===== src/rtl/lector_contador.sv =====
// Requester for the FIFO pop-count readback: waits for IDLE, reads every FIFO
// count plus the total, then checks that the per-FIFO counts add up to the total.
module lector_contador #(
    parameter int FIFO_UNITS = 4,
    parameter int INDEX      = 2,
    parameter int TIMEOUT    = 15,
    parameter int TO_W       = 4
) (
    input  logic             clk,
    input  logic             reset,
    input  logic             start,
    input  logic             IDLE,
    input  logic             valid,
    input  logic [4:0]       cuenta,
    input  logic [4:0]       contador_4,
    output logic             req,
    output logic [INDEX-1:0] idx,
    output logic [4:0]       conteo_0,
    output logic [4:0]       conteo_1,
    output logic [4:0]       conteo_2,
    output logic [4:0]       conteo_3,
    output logic [4:0]       total,
    output logic [6:0]       suma,
    output logic             done,
    output logic             error,
    output logic             timeout
);

    typedef enum logic [1:0] {
        ESPERA,
        SOLICITUD,
        COMPARA,
        FIN
    } state_t;

    state_t           state, state_next;
    logic             pending;
    logic [INDEX-1:0] ptr;
    logic [TO_W-1:0]  to_cnt;
    logic [TO_W-1:0]  to_cnt_inc;
    logic [4:0]       conteo [FIFO_UNITS];
    logic [6:0]       sum_all;

    logic launch;
    logic capture;
    logic expire;
    logic compare;
    logic last_idx;

    assign idx        = ptr;
    assign conteo_0   = conteo[0];
    assign conteo_1   = conteo[1];
    assign conteo_2   = conteo[2];
    assign conteo_3   = conteo[3];
    assign to_cnt_inc = to_cnt + TO_W'(1);
    assign last_idx   = (ptr == INDEX'(FIFO_UNITS - 1));

    always_comb begin
        sum_all = '0;
        for (int unsigned i = 0; i < FIFO_UNITS; i++) begin
            sum_all = sum_all + 7'(conteo[i]);
        end
    end

    always_ff @(posedge clk) begin
        if (!reset) begin
            state <= ESPERA;
        end else begin
            state <= state_next;
        end
    end

    always_comb begin
        state_next = state;
        launch     = 1'b0;
        capture    = 1'b0;
        expire     = 1'b0;
        compare    = 1'b0;
        case (state)
            ESPERA: begin
                if (pending && IDLE) begin
                    launch     = 1'b1;
                    state_next = SOLICITUD;
                end
            end
            SOLICITUD: begin
                // Responder is combinational, so valid answers the req/idx driven this cycle.
                if (valid) begin
                    capture = 1'b1;
                    if (last_idx) begin
                        state_next = COMPARA;
                    end
                end else if (to_cnt_inc == TO_W'(TIMEOUT)) begin
                    expire     = 1'b1;
                    state_next = FIN;
                end
            end
            COMPARA: begin
                compare    = 1'b1;
                state_next = FIN;
            end
            FIN: begin
                state_next = ESPERA;
            end
            default: begin
                state_next = ESPERA;
            end
        endcase
    end

    always_ff @(posedge clk) begin
        if (!reset) begin
            req     <= 1'b0;
            done    <= 1'b0;
            pending <= 1'b0;
            ptr     <= '0;
            to_cnt  <= '0;
            total   <= '0;
            suma    <= '0;
            error   <= 1'b0;
            timeout <= 1'b0;
            for (int unsigned i = 0; i < FIFO_UNITS; i++) begin
                conteo[i] <= '0;
            end
        end else begin
            // req and done are registered copies of the state being entered.
            req  <= (state_next == SOLICITUD);
            done <= (state_next == FIN);

            if (launch) begin
                pending <= 1'b0;
            end else if (state == ESPERA && start) begin
                pending <= 1'b1;
            end

            if (launch) begin
                ptr     <= '0;
                to_cnt  <= '0;
                total   <= '0;
                suma    <= '0;
                error   <= 1'b0;
                timeout <= 1'b0;
                for (int unsigned i = 0; i < FIFO_UNITS; i++) begin
                    conteo[i] <= '0;
                end
            end

            if (capture) begin
                conteo[ptr] <= cuenta;
                total       <= contador_4;
                to_cnt      <= '0;
                if (!last_idx) begin
                    ptr <= ptr + INDEX'(1);
                end
            end else if (state == SOLICITUD) begin
                to_cnt <= to_cnt_inc;
            end

            if (expire) begin
                timeout <= 1'b1;
            end

            // Responder counters are 5 bits and wrap, so compare modulo 32.
            if (compare) begin
                suma  <= sum_all;
                error <= (sum_all[4:0] != total);
            end
        end
    end

endmodule


===== config.mk =====
export PLATFORM = sky130hd
export DESIGN_NAME = lector_contador
export DESIGN_NICKNAME = d
export VERILOG_FILES = /design/src/rtl/lector_contador.sv
export SDC_FILE = /design/constraint.sdc
export NUM_CORES = 1
export LEC_CHECK = 0
export ABC_AREA = 1
export CAP_MARGIN = 10
export CORE_ASPECT_RATIO = 1.25
export CORE_UTILIZATION = 36
export DETAILED_ROUTE_END_ITERATION = 6
export HOLD_SLACK_MARGIN = 0.02
export PLACE_DENSITY = 0.63
export SYNTH_ARGS = -nofsm -noshare
export SYNTH_HDL_FRONTEND = slang
export SYNTH_SLANG_ARGS = --single-unit

===== constraint.sdc =====
create_clock -name clk -period 2.48 [get_ports clk]
set_input_delay 0.248 -clock clk [delete_from_list [all_inputs] [get_ports clk]]
set_output_delay 0.248 -clock clk [all_outputs]
set_load 0.02 [all_outputs]

==> results by group <==
Outcome
  – Status: complete, but fails checks
  – Failing checks: setup timing

Placed design
  – Post-DP Area: 3060 sq um
  – Placer congestion estimate: 0.812
  – Port-buffer cells: 52
  – HPWL after DPL: 4170 um
  – Pre-CTS setup slack: -0.360 ns
  – DP Cell Count: 412

Routing
  – Met1 Routed Length: 2250 um
  – DRT Pass-1 Iters: 4
  – Post-route ant nets: 0
  – Top routing layer in use: met4
  – Routed Wire Length: 5260 um
  – Vias: 1921
  – Routed wl met2: 2710 um
  – Iteration-0 DRC Markers: 48
  – # DRC: 0
  – DR WL met3: 202 um
  – Drt wl/cell: 12.4 um
  – Vias per std cell: 4.53

Clock tree
  – Total clock sinks: 45
  – CTS buffer count: 5
  – CTS tree: done
  – Clk slew on worst S/H paths: 0.09 ns
  – CTS H-tree lvls: 2
  – Clock Path Buffers: 2
  – Clk_lat worst skew: 0.30 ns
  – CTS Root Buffer Type: clkbuf_8

Setup path
  – CP Buf/Inv Count: 2
  – Most used cell, CP: nand2_1
  – Critical path, cell by cell: inv_1 > fa_1 > fa_1 > inv_1 > ha_2 > fa_2 > nand2_1 > nand2_1 > nand3_1 > nor2_1 > nand3_1 > nand2_1 > a21oi_2
  – Arrival time at the worst endpoint: 2.91 ns
  – Crit. End Element: register
  – Crit-path max FO: 3
  – R2r setup slk: -0.24 ns
  – Setup CP Type: register to register
  – CP peak stage delay: 0.54 ns
  – Crit-path slowest cell: fa_2
  – FF-to-FF End: error$_SDFFE_PN0P_
  – Reg-to-Reg Start: conteo[2][1]$_SDFFCE_PN0P_
  – Worst EP required: 2.67 ns
  – Reg2reg path depth: 13
  – Launch point of the worst path: conteo[2][1]$_SDFFCE_PN0P_
  – Critical Path End: error$_SDFFE_PN0P_
  – CP Depth: 13
  – Startpoint Class: register
  – Delay-heaviest family, CP: adder cells

Floorplan
  – I/O pin cnt: 53
  – Row Count: 32
  – Starting density of the core: 37.3%
  – Die Span X: 73.7 um
  – CORE AREA: 6210 sq um
  – Die span in y: 91.7 um
  – Die ar.: 6760 sq um

Timing
  – Worst Tran Pin Value: 0.458 ns
  – Max Freq: 0.368 GHz
  – Final hold violations: 0
  – Slew Viols, Final: 0
  – Setup Skew: 0.0113 ns
  – Period Utilization, post-route: 110%
  – Final setup violation count: 2
  – Max-slew headroom: 69.4%
  – RSZ-0062 raised after global routing: yes
  – PnR worst setup slack: -0.241 ns
  – Final min period: 2.72 ns

Synth
  – Cells after Synth: 260
  – Yosys top cell area share: 25.9%
  – Seq/Total Area, Yosys: 47.6%
  – Synth Warn #: 0
  – Syn Area/Cell: 8.90 sq um
  – Largest cells by area after synthesis: edfxtp_1, dfxtp_1, nand2_1
  – Seq cells post-synth: 45
  – Cell taking the most area after synthesis: edfxtp_1
  – Distinct cell type count after synthesis: 26
  – Cell Area, Synth: 2310 sq um
  – Post-synthesis net count: 297

Power and ir drop
  – Total power: 1830 uW
  – Peak supply drop: 0.353 mV
  – Power Dens Cells: 561 nW/um^2
  – Leak: 0.00138 uW

Hold path
  – Worst hold path type: register to register
  – Worst hold start: suma[6]$_SDFFE_PN0P_
  – Worst Hold Depth: 2

Global routing
  – Vias in the first global route: 1955
  – Initial antenna violation count: 0
  – Pin count of the biggest net entering global routing: 15
  – Global-route wire length before repair: 8850 um
  – Total GRT Usage: 17.3%
  – Grt ovf: 0

Cells and area
  – Nets: 375
  – Antenna diodes: 0
  – Share of post-route cells with drive strength above 1: 15.3%
  – Final Core Density: 52.6%
  – Post-Layout Inst Area: 3260 sq um
  – Non-Filler Instances: 424
  – Area Growth Syn to Fin: 41.0%

Flow run
  – Maxcap violations: 0
## registers in the layout, summed over array words and instances, names as in the netlist
register  count
error         1
req           1
suma          7
conteo       20
timeout       1
state         2
total         5
done          1
pending       1
idx           2
to_cnt        4
## Yosys cell counts (all sizes together)
| cell | number |
|---|---|
| nand2 | 58 |
| inv | 52 |
| nor2 | 31 |
| dfxtp | 25 |
| edfxtp | 20 |
| a21oi | 18 |
| ha | 12 |
| nand3 | 11 |
| fa | 10 |
| o21ai | 6 |
| a32o | 4 |
| a31oi | 2 |
| xnor2 | 2 |
| a211oi | 1 |
| a21boi | 1 |
| a21o | 1 |
| clkbuf | 1 |
| nand3b | 1 |
| nor3 | 1 |
| nor3b | 1 |
| or2 | 1 |
| xor2 | 1 |
## worst reg2reg max path: cells and delay by family (launching register included)
family	cells	cell delay, ns
AO/OA/AOI/OAI	1	0.05
adder cells (fa/ha/maj)	4	1.63
buffers and inverters	2	0.12
flip-flops	1	0.40
AND/OR/NAND/NOR	6	0.40
## where the power goes
group | leakage (uW) | switching, uW | internal, uW
registers | 0.000412 | 19.5 | 802
logic | 0.000918 | 266 | 226
clock network | 0.0000536 | 256 | 262
total | 0.00138 | 542 | 1290
## cell usage in the layout, fill, tap and decap left out, types with 2 or more instances in the layout
master	n
nand2_1	55
o21ai_0	5
nand2_2	3
inv_2	2
inv_1	50
fa_1	8
clkbuf_8	5
a31oi_1	2
edfxtp_1	20
ha_1	8
fa_2	2
a21oi_2	3
nor2_4	2
nor2_1	25
a21oi_1	15
xnor2_1	2
ha_4	2
nand3_2	2
nand3_1	9
clkdlybuf4s50_1	52
ha_2	2
buf_4	20
dfxtp_1	25
a32o_1	4
nor2_2	4
## worst min path at each step
stage | to | slack [ns]
finish | suma[6]$_SDFFE_PN0P_ | 0.46
global route | suma[2]$_SDFFE_PN0P_ | 0.50
CTS | suma[3]$_SDFFE_PN0P_ | 0.47
detailed placement | suma[3]$_SDFFE_PN0P_ | 0.45
global placement | suma[3]$_SDFFE_PN0P_ | 0.45
floorplan | total[1]$_SDFFE_PN0P_ | 0.36
## routing by layer
layer	track usage, %	up-vias
met4	6.25	0
met5	0	-
met3	3.52	9
li1	-	979
met1	20.6	896
met2	30.0	37
## timing repair
| action | in CTS | in global routing |
|---|---|---|
| setup buffers | 1 | 3 |
| setup endpoints to repair | 5 | 6 |
| hold buffers | 0 | 0 |
| pin swaps | 4 | 4 |
| gates resized for setup | 6 | 11 |
## area by class of cell
type | count | area (sq um)
tap | 85 | 106
clock inverter | 1 | 8.76
inverter | 52 | 195
timing repair buffer | 72 | 671
fill | 580 | 2940
sequential | 45 | 1100
clock buffer | 7 | 97.6
multi-input combinational | 162 | 1080
## stage by stage
step / hold WS (ns) / setup TNS [ns]
6_report: 0.465 / -0.424
5_1_grt: 0.496 / -1.14
4_1_cts: 0.469 / -0.459
3_5_place_dp: 0.455 / -0.793
3_3_place_gp: 0.451 / -0.589
2_1_floorplan: 0.361 / -0.677
## cells by family after synthesis
group | share of synthesized area (%)
XOR/XNOR | 1.14
adder cells (fa/ha/maj) | 15.1
AND/OR/NAND/NOR | 19.1
flip-flops | 47.6
AO/OA/AOI/OAI | 8.43
buffers and inverters | 8.59
No activity file was read; power rests on OpenSTA's default activity.
